[config.mk]
export PLATFORM = sky130hd
export DESIGN_NAME = vga_rect_renderer_flat
export DESIGN_NICKNAME = d
export VERILOG_FILES = /design/src/rtl/vga_pkg.sv /design/src/rtl/vga_rect_renderer_if.sv /design/src/rtl/vga_rect_renderer_rect_hit.sv /design/src/rtl/vga_rect_renderer.sv /design/src/flat_wrapper.sv
export SDC_FILE = /design/constraint.sdc
export NUM_CORES = 1
export LEC_CHECK = 0
export CORE_UTILIZATION = 50
export DETAILED_ROUTE_END_ITERATION = 16
export PLACE_DENSITY = 0.75
export SLEW_MARGIN = 10
export SYNTH_ARGS = -nofsm -noshare
export SYNTH_HDL_FRONTEND = slang
export SYNTH_SLANG_ARGS = --single-unit
[constraint.sdc]
create_clock -name clk -period 2.12 [get_ports clk]
set_input_delay 0.318 -clock clk [delete_from_list [all_inputs] [get_ports clk]]
set_output_delay 0.318 -clock clk [all_outputs]
set_load 0.005 [all_outputs]
[src/rtl/vga_pkg.sv]
// Shared types and constants for the VGA rectangle renderer: opcodes,
// parser states and the rectangle slot record.
package vga_pkg;

  localparam int COLOUR_W = 6;

  localparam logic [1:0] OP_NOP      = 2'b00;
  localparam logic [1:0] OP_SET_RECT = 2'b01;
  localparam logic [1:0] OP_SET_BG   = 2'b10;
  localparam logic [1:0] OP_CLEAR    = 2'b11;

  typedef enum logic [2:0] {
    ST_IDLE = 3'd0,
    ST_P0   = 3'd1,
    ST_P1   = 3'd2,
    ST_P2   = 3'd3,
    ST_P3   = 3'd4,
    ST_P4   = 3'd5,
    ST_PBG  = 3'd6
  } parser_state_t;

  typedef struct packed {
    logic [7:0]          x0;
    logic [7:0]          y0;
    logic [7:0]          x1;
    logic [7:0]          y1;
    logic [COLOUR_W-1:0] colour;
    logic                en;
  } rect_t;

endpackage

[src/rtl/vga_rect_renderer_if.sv]
// Byte-wide command channel into the renderer; the producer drives the
// window enable, valid and data, the renderer reports ready and busy.
interface vga_rect_renderer_if;

  logic       cmd_en;
  logic       cmd_valid;
  logic [7:0] cmd_data;
  logic       cmd_ready;
  logic       cmd_busy;

  modport master (
    output cmd_en,
    output cmd_valid,
    output cmd_data,
    input  cmd_ready,
    input  cmd_busy
  );

  modport slave (
    input  cmd_en,
    input  cmd_valid,
    input  cmd_data,
    output cmd_ready,
    output cmd_busy
  );

endinterface

[src/rtl/vga_rect_renderer_rect_hit.sv]
// Single-slot tile comparator: inclusive unsigned bounds on both axes, so an
// inverted rectangle (x0>x1 or y0>y1) can never match.
module rect_hit
  import vga_pkg::*;
(
  input  rect_t      rect,
  input  logic [7:0] tile_x,
  input  logic [7:0] tile_y,
  output logic       hit
);

  logic in_x_s;
  logic in_y_s;

  assign in_x_s = (tile_x >= rect.x0) && (tile_x <= rect.x1);
  assign in_y_s = (tile_y >= rect.y0) && (tile_y <= rect.y1);
  assign hit    = rect.en && in_x_s && in_y_s;

endmodule

[src/rtl/vga_rect_renderer.sv]
// Pixel stage behind the VGA timing generator: parses rectangle/background
// commands during blanking and paints registered RGB with matched syncs.
module vga_rect_renderer
  import vga_pkg::*;
#(
  parameter int NUM_RECTS  = 4,
  parameter int TILE_SHIFT = 2
) (
  input  logic                clk,
  input  logic                rst_n,
  input  logic                h_sync,
  input  logic                v_sync,
  input  logic [9:0]          row_counter,
  input  logic [9:0]          col_counter,
  input  logic                screen_inactive,
  vga_rect_renderer_if.slave  cmd,
  output logic [COLOUR_W-1:0] rgb,
  output logic                h_sync_o,
  output logic                v_sync_o
);

  localparam int IDX_W = $clog2(NUM_RECTS);

  parser_state_t       state_r;
  parser_state_t       next_state_s;
  logic                xfer_s;
  logic [1:0]          op_s;
  logic [IDX_W-1:0]    idx_r;
  logic [7:0]          stage_x0_r;
  logic [7:0]          stage_y0_r;
  logic [7:0]          stage_x1_r;
  logic [7:0]          stage_y1_r;
  rect_t               slots_r [NUM_RECTS];
  logic [COLOUR_W-1:0] bg_r;
  logic [7:0]          tile_x_s;
  logic [7:0]          tile_y_s;
  logic [NUM_RECTS-1:0] hit_s;
  logic [COLOUR_W-1:0] pick_s;

  // Commands only flow inside the blanking window; there is no other stall.
  assign cmd.cmd_ready = cmd.cmd_en;
  assign xfer_s        = cmd.cmd_valid && cmd.cmd_en;
  assign op_s          = cmd.cmd_data[7:6];
  assign cmd.cmd_busy  = (state_r != ST_IDLE);

  // Parser state register.
  always_ff @(posedge clk or negedge rst_n) begin
    if (!rst_n) begin
      state_r <= ST_IDLE;
    end else begin
      state_r <= next_state_s;
    end
  end

  // Parser next state; without a transfer the state simply holds.
  always_comb begin
    next_state_s = state_r;
    if (xfer_s) begin
      case (state_r)
        ST_IDLE: begin
          case (op_s)
            OP_SET_RECT: next_state_s = ST_P0;
            OP_SET_BG:   next_state_s = ST_PBG;
            default:     next_state_s = ST_IDLE;
          endcase
        end
        ST_P0:   next_state_s = ST_P1;
        ST_P1:   next_state_s = ST_P2;
        ST_P2:   next_state_s = ST_P3;
        ST_P3:   next_state_s = ST_P4;
        ST_P4:   next_state_s = ST_IDLE;
        ST_PBG:  next_state_s = ST_IDLE;
        default: next_state_s = ST_IDLE;
      endcase
    end else begin
      next_state_s = state_r;
    end
  end

  // Staging, slot table and background; a slot is only written whole on its
  // colour byte, so the pixel path never sees half-updated geometry.
  always_ff @(posedge clk or negedge rst_n) begin
    if (!rst_n) begin
      idx_r      <= '0;
      stage_x0_r <= 8'd0;
      stage_y0_r <= 8'd0;
      stage_x1_r <= 8'd0;
      stage_y1_r <= 8'd0;
      bg_r       <= '0;
      for (int i = 0; i < NUM_RECTS; i++) begin
        slots_r[i] <= '0;
      end
    end else if (xfer_s) begin
      case (state_r)
        ST_IDLE: begin
          idx_r <= cmd.cmd_data[IDX_W-1:0];
          if (op_s == OP_CLEAR) begin
            for (int i = 0; i < NUM_RECTS; i++) begin
              slots_r[i].en <= 1'b0;
            end
          end
        end
        ST_P0:  stage_x0_r <= cmd.cmd_data;
        ST_P1:  stage_y0_r <= cmd.cmd_data;
        ST_P2:  stage_x1_r <= cmd.cmd_data;
        ST_P3:  stage_y1_r <= cmd.cmd_data;
        ST_P4: begin
          slots_r[idx_r] <= '{x0:     stage_x0_r,
                              y0:     stage_y0_r,
                              x1:     stage_x1_r,
                              y1:     stage_y1_r,
                              colour: cmd.cmd_data[COLOUR_W-1:0],
                              en:     1'b1};
        end
        ST_PBG: bg_r <= cmd.cmd_data[COLOUR_W-1:0];
        default: ;
      endcase
    end
  end

  assign tile_x_s = 8'(col_counter >> TILE_SHIFT);
  assign tile_y_s = 8'(row_counter >> TILE_SHIFT);

  for (genvar g = 0; g < NUM_RECTS; g++) begin : g_hit
    rect_hit u_rect_hit (
      .rect   (slots_r[g]),
      .tile_x (tile_x_s),
      .tile_y (tile_y_s),
      .hit    (hit_s[g])
    );
  end

  // Priority mux: walk from the highest slot down so the lowest hit wins.
  always_comb begin
    pick_s = bg_r;
    for (int i = NUM_RECTS - 1; i >= 0; i--) begin
      pick_s = hit_s[i] ? slots_r[i].colour : pick_s;
    end
  end

  // Output register: colour and both syncs share one cycle of latency.
  always_ff @(posedge clk or negedge rst_n) begin
    if (!rst_n) begin
      rgb      <= '0;
      h_sync_o <= 1'b1;
      v_sync_o <= 1'b1;
    end else begin
      rgb      <= screen_inactive ? '0 : pick_s;
      h_sync_o <= h_sync;
      v_sync_o <= v_sync;
    end
  end

endmodule

[src/flat_wrapper.sv]
// flat-port wrapper written by rule: the top's interface ports become plain ports
module vga_rect_renderer_flat import vga_pkg::*;
#(
  parameter int NUM_RECTS  = 4,
  parameter int TILE_SHIFT = 2
)
  (clk, rst_n, h_sync, v_sync, row_counter, col_counter, screen_inactive, rgb, h_sync_o, v_sync_o, cmd_cmd_en, cmd_cmd_valid, cmd_cmd_data, cmd_cmd_ready, cmd_cmd_busy);
  vga_rect_renderer_if cmd_i ();
  input  logic clk;
  input  logic rst_n;
  input  logic h_sync;
  input  logic v_sync;
  input  logic [9:0] row_counter;
  input  logic [9:0] col_counter;
  input  logic screen_inactive;
  output logic [COLOUR_W-1:0] rgb;
  output logic h_sync_o;
  output logic v_sync_o;
  input wire logic [$bits(cmd_i.cmd_en)-1:0] cmd_cmd_en;
  input wire logic [$bits(cmd_i.cmd_valid)-1:0] cmd_cmd_valid;
  input wire logic [$bits(cmd_i.cmd_data)-1:0] cmd_cmd_data;
  output wire logic [$bits(cmd_i.cmd_ready)-1:0] cmd_cmd_ready;
  output wire logic [$bits(cmd_i.cmd_busy)-1:0] cmd_cmd_busy;
  assign cmd_i.cmd_en = cmd_cmd_en;
  assign cmd_i.cmd_valid = cmd_cmd_valid;
  assign cmd_i.cmd_data = cmd_cmd_data;
  assign cmd_cmd_ready = cmd_i.cmd_ready;
  assign cmd_cmd_busy = cmd_i.cmd_busy;
  vga_rect_renderer #(.NUM_RECTS(NUM_RECTS), .TILE_SHIFT(TILE_SHIFT)) u_core (.clk(clk), .rst_n(rst_n), .h_sync(h_sync), .v_sync(v_sync), .row_counter(row_counter), .col_counter(col_counter), .screen_inactive(screen_inactive), .cmd(cmd_i), .rgb(rgb), .h_sync_o(h_sync_o), .v_sync_o(v_sync_o));
endmodule
==> impl_results.md, run 1 <==
* F_max at 419 MHz
* Unique masters post-synth at 53
* Root Driver: clkbuf_16
* Share of cells above drive strength 1 at 20.5%
* Layout Nets at 1322
* Place WS at -861 ps
* Slowest CP cell: clkdlybuf4s50_1
* Yosys warnings at 0
* Fin crit share at 113%
* Vias at 8043
* TritonCTS clock tree: built
* Core area at 21200 µm²
* Final Hold Vio Count at 0
* Share of synthesized registers carrying an async set or reset at 100%
* # fillers at between 1500 and 2000
* Switch Pwr at slightly above 5 mW
* Worst setup SP type: input port
* Comb pwr share at between 30% and 40%
* Clock group share of total power at between 20% and 30%
* TritonCTS buffer count at 23
* Sequential share of the synthesized area at 47.4%
* Leakage at 6.64 nW
* Reg power frac at 40.5%
* Yosys reg bits at 207
* Vias in the first global route at 8270
* Syn_nets at 1179
* RSZ-0062 raised after global routing: true
* 1st-iter DRT viols at ~380
* DR DRC count at 0
* Fin. max-slew vios at 0
* DRT Wirelength at around 27 mm
* Worst Skew at 20.1 ps
* Initial antenna violation count at 1
* Slew headroom at approximately 58%
* P per Cell Area at roughly 1200 nW/µm²
* Grt total ovfl at 0
* Worst-path maximum fanout at 6
* Hold Path Cell Cnt at 1
* Drt wl/cell at 18.3 µm
* Worst path max stage delay at roughly 590 ps
* WP depth at 11
* Gate count of the mapped netlist at roughly 1000
* Failing checks: setup timing
* Final Util at between 60% and 70%
* Setup ws final at -266 ps
* Synthesis-to-layout area growth at 23.4%
* H-Tree Level Count at 1
* Tmin final at ~2400 ps
* Ranking of synthesized cells by area: dfrtp_1 47%, ha_1 15%, mux2_1 8.3%, inv_1 4.1%, nand2_1 3.6%
* Core Rows at 53
* Cell area after synthesis at 10900 µm²
* Final HPWL DP at between 15 and 20 mm
* Die width at 150 µm
* Max Cap Viol at 0
* # diodes at 0
* CP Capture Type: flip-flop
* Cell Chain, Critical Path: clkdlybuf4s50_1, buf_4, ha_1, nor2_1, nor2_1, o31ai_2, a31oi_2, o211ai_4, mux2_1, o221ai_2, a311oi_2
* Synth Flop Type: dfrtp_1
* Post-synth EDFFs at 0
* First-pass GRT wire length at around 43 mm
* Max clock buf depth at 3
* CTS sink cnt at 207
* Worst reg-to-reg path cell count at 10
* Switching Fraction at 32.6%
* Peak supply drop at approximately 0.00082 V
* Clock-pin slew on the worst setup and hold paths at approximately 60 ps
* Commonest cells after routing, fill and taps aside: 202 x dfrtp_1, 122 x ha_1, 114 x inv_1
* Detail Route Antenna Nets at 0
* Tot Pwr at 15.8 mW
* Vias per cell at 5.54
* Critical Path RT at 2510 ps
* Worst Hold Class: input port to flip-flop
* Most used cell along the critical path: nor2_1
* Top Ports at 45
* Worst-Skew Late Latency at ~520 ps
* Post-synth top area share at 46.9%
* Pint at 10.7 mW
* I/O Buffers at 40
* GPL Wtd Cong at approximately 0.87
* Setup violators final at 6
* Drt first pass iters at 5
* Worst path top cell family by delay: buffers and inverters
* Commonest non-fill, non-tap cell in the layout: dfrtp_1
* Status: finished, violations left
* CP Class: input port to flip-flop
* CP bufs+invs at 2
* Largest net degree at the start of global routing at 77
* GRT Util Overall at 24.8%
* WP data arrival at 2780 ps
* Initial Utilization at 51.6%
* Die Area at between 20000 and 25000 µm²
* Slew @ Worst Pin at 634 ps
* Die Ht at 150 µm
* Synth area leader: dfrtp_1
* Avg Inst Size Synth at 10.8 µm²
## path summary, 6_finish.rpt
path                            slack, ps                              end                            from
worst max-delay path                 -270          u_core.rgb[1]$_DFF_PN0_                  col_counter[5]
worst max register to register       -240          u_core.rgb[1]$_DFF_PN0_   u_core.slots_r[8]$_DFFE_PN0P_
worst min-delay path                  200        u_core.v_sync_o$_DFF_PN1_                          v_sync
worst min register to register        490   u_core.slots_r[41]$_DFFE_PN0P_  u_core.slots_r[41]$_DFFE_PN0P_
max in group asynchronous            1070        u_core.v_sync_o$_DFF_PN1_                           rst_n
min in group asynchronous             300  u_core.slots_r[131]$_DFFE_PN0P_                           rst_n
## flip-flops by register name, indices dropped and copies added, names as in the netlist, 3 cells and up
signal / cells
u_core.bg_r: 6
u_core.stage_y0_r: 8
u_core.slots_r: 156
u_core.rgb: 6
u_core.stage_y1_r: 8
u_core.state_r: 3
u_core.stage_x0_r: 8
u_core.stage_x1_r: 8
## cell families after synthesis
group	after synthesis	synth area share (%)
AO/OA/AOI/OAI	210	11.8
buffers and inverters	154	5.61
flip-flops	207	47.4
multiplexers	114	11.7
AND/OR/NAND/NOR	203	8.86
adder cells (fa/ha/maj)	128	14.6
## cell usage after synthesis (7+ instances only)
master	n
clkbuf_1	9
nor2_1	24
nor2b_1	14
inv_1	119
o21a_1	9
nand2_1	106
mux2_1	81
mux2_2	32
o21ai_0	37
dfrtp_1	205
o21ai_1	79
a21oi_1	35
nand2b_1	7
ha_1	128
nand4_1	16
buf_2	20
## per-stage QoR
step                      instance area, µm²  TNS [ps]  hold WS, ps  instances
after floorplan                        10900     -74.8         22.4       1016
after global placement                 12400     -4910          266       1392
after detailed placement               12400     -5040          265       1392
after CTS                              13400     -1160          194       1442
after global routing                   13500     -2380          212       1451
final                                  13500     -1450          204       1451
## area by class of cell
cell class	instances	area (µm²)	area share, %
Multi-Input combinational cell	655	5330	39.5
Clock buffer	32	629	4.66
Timing Repair Buffer	153	1410	10.4
Clock inverter	10	158	1.17
Tap cell	275	344	2.55
Inverter	119	450	3.34
Sequential cell	207	5190	38.4
## layer usage
layer | share of wire [%] | GRT usage, %
met1 | 43 | 31.7
met5 | 0.041 | 0
met3 | 4.4 | 3.45
met2 | 49 | 42.6
met4 | 3.5 | 8.99
## power groups by stage
stage                     registers, mW  clock network [mW]  logic (mW)
final                              6.40                4.18        5.24
after CTS                          6.41                4.24        5.06
after global routing               6.58                4.40        5.87
after global placement             6.39                   0        4.55
after floorplan                    6.03                   0        3.23
after detailed placement           6.46                   0        4.78
## timing repair
action                                  4_1_cts  5_1_grt
gates resized for setup                      33       14
gates cloned                                  1        0
endpoints found under the setup margin        7        7
hold endpoints to repair                     36        0
buffers inserted                              6        9
pin swaps                                     9        9
hold buffers                                  1        0
Power figures use the tool's default switching activity.
==> run 2, diff against run 1 <==
--- a/config.mk
+++ b/config.mk
@@ -6,8 +6,9 @@
 export NUM_CORES = 1
 export LEC_CHECK = 0
 export CORE_UTILIZATION = 50
+export CTS_CLUSTER_DIAMETER = 40
 export DETAILED_ROUTE_END_ITERATION = 16
-export PLACE_DENSITY = 0.75
+export PLACE_DENSITY = 0.68
 export SLEW_MARGIN = 10
 export SYNTH_ARGS = -nofsm -noshare
 export SYNTH_HDL_FRONTEND = slang
==> constraint.sdc (replaced) <==
create_clock -name clk -period 2.4 [get_ports clk]
set_input_delay 0.36 -clock clk [delete_from_list [all_inputs] [get_ports clk]]
set_output_delay 0.36 -clock clk [all_outputs]
set_load 0.005 [all_outputs]
==> impl_results.md, run 2 (synthesis results as in run 1) <==
* P per Cell Area at between 1000 and 1500 nW/µm²
* Core area at 21200 µm²
* Worst-Skew Late Latency at about 500 ps
* Hold slack at 272 ps
* Post-route setup TNS at -154 ps
* Vias at 7775
* Slew headroom at between 50% and 60%
* Die Area at 22500 µm²
* CP Capture Type: flip-flop
* Tmin final at 2480 ps
* Synthesis-to-layout area growth at 24.2%
* Final Hold Vio Count at 0
* Status: finished, violations left
* Worst setup SP type: flip-flop
* Core Rows at 53
* Max Cap Viol at 0
* I/O Buffers at 40
* Worst reg-to-reg path cell count at 10
* Commonest non-fill, non-tap cell in the layout: dfrtp_1
* Share of cells above drive strength 1 at 19.3%
* Vias per cell at around 5.5
* Place WS at -746 ps
* Failing checks: setup timing
* Detail Route Antenna Nets at 0
* Initial Utilization at between 50% and 60%
* First-pass GRT wire length at about 42 mm
* Die Ht at 150 µm
* Max reg flops at 156
* Clock-pin slew on the worst setup and hold paths at around 60 ps
* Placement Cell Area at roughly 12000 µm²
* 1st-iter DRT viols at 308
* # diodes at 0
* Largest Register: u_core.slots_r
* GRT Util Overall at 24.6%
* CP Class: flip-flop to flip-flop
* Layout Nets at 1287
* Top Ports at 45
* Final HPWL DP at 17.9 mm
* Critical Path RT at 2770 ps
* Fin. max-slew vios at 0
* DR DRC count at 0
* # fillers at roughly 1700
* Crit Reg-Reg Startpoint: u_core.slots_r[8]$_DFFE_PN0P_
* DRT Wirelength at 26.1 mm
* Metal2 WL at around 12 mm
* Grt total ovfl at 0
* Drt wl/cell at 18.3 µm
* Root Driver: clkbuf_16
* Hold EP: u_core.h_sync_o$_DFF_PN1_
* Top Metal Used: met4
* Slew @ Worst Pin at 661 ps
* Design Area, Final at about 14000 µm²
* Hold_sp: h_sync
* Largest net degree at the start of global routing at 72
* Worst-path maximum fanout at 6
* Max clock buf depth at 3
* Worst Skew at 15.5 ps
* Initial antenna violation count at 0
* RSZ-0062 raised after global routing: true
* WP data arrival at 2850 ps
* Met3 WL at 786 µm
* Worst Hold Class: input port to flip-flop
* Drt first pass iters at 5
* R2R setup slack at -80 ps
* Setup ws final at -78.4 ps
* Leakage at 6.65 nW
* Setup violators final at 4
* TritonCTS clock tree: built
* TritonCTS buffer count at 35
* Reg-to-reg critical path endpoint: u_core.rgb[3]$_DFF_PN0_
* Final Util at 64.0%
* DRT met1 WL at 12.1 mm
* Fin crit share at 103%
* Hold Path Cell Cnt at 1
* H-Tree Level Count at 2
* GPL Wtd Cong at 0.823
* Vias in the first global route at 7882
* Die width at approximately 150 µm
* Peak supply drop at 0.000727 V
* F_max at 403 MHz
* Commonest cells after routing, fill and taps aside: 205 x dfrtp_1, 124 x ha_1, 115 x inv_1
* CTS sink cnt at slightly above 200
run 2: area by class of cell:
class	count	area (µm²)	area share, %
Timing Repair Buffer	106	977	7.19
Inverter	119	447	3.29
Sequential cell	207	5180	38.1
Multi-Input combinational cell	655	5370	39.5
Clock inverter	17	254	1.87
Tap cell	275	344	2.53
Clock buffer	46	1020	7.50
run 2: critical path, cell delays in order (launching register included):
cell	delay [ps]
dfrtp_1	380
inv_2	70
ha_4	190
nor2b_4	130
o21bai_4	150
a21oi_2	90
o41ai_4	400
o211ai_4	230
mux2_4	360
o221ai_4	210
a311oi_2	120
run 2: repair_timing:
action | in CTS | in global routing
resized for setup | 36 | 19
pin swaps | 10 | 8
setup buffers | 1 | 1
hold endpoints to repair | 46 | 0
hold buffers | 1 | 0
setup endpoints to repair | 6 | 6
run 2: metal layers:
layer,up-vias,track usage [%]
li1,3768,-
met1,3809,33.2
met2,137,40.4
met3,61,3.29
met4,0,8.84
met5,-,0
run 2: power breakdown:
part | internal, mW | switching [mW]
logic | 2.06 | 2.13
registers | 4.79 | 0.875
clock network | 3.57 | 1.79
run 2: worst max path at each step:
stage / start / end / slack, ps
floorplan: col_counter[2] / u_core.rgb[0]$_DFF_PN0_ / 220
global placement: row_counter[3] / u_core.rgb[3]$_DFF_PN0_ / -600
detailed placement: row_counter[3] / u_core.rgb[0]$_DFF_PN0_ / -750
CTS: u_core.slots_r[8]$_DFFE_PN0P_ / u_core.rgb[0]$_DFF_PN0_ / -10
global route: u_core.slots_r[8]$_DFFE_PN0P_ / u_core.rgb[3]$_DFF_PN0_ / -150
finish: u_core.slots_r[8]$_DFFE_PN0P_ / u_core.rgb[3]$_DFF_PN0_ / -80
run 2: through the flow:
stage               std cells  power, mW
floorplan                1016       8.18
global placement         1359       9.42
detailed placement       1359       9.61
CTS                      1424       15.2
global route             1425       16.2
finish                   1425       15.2
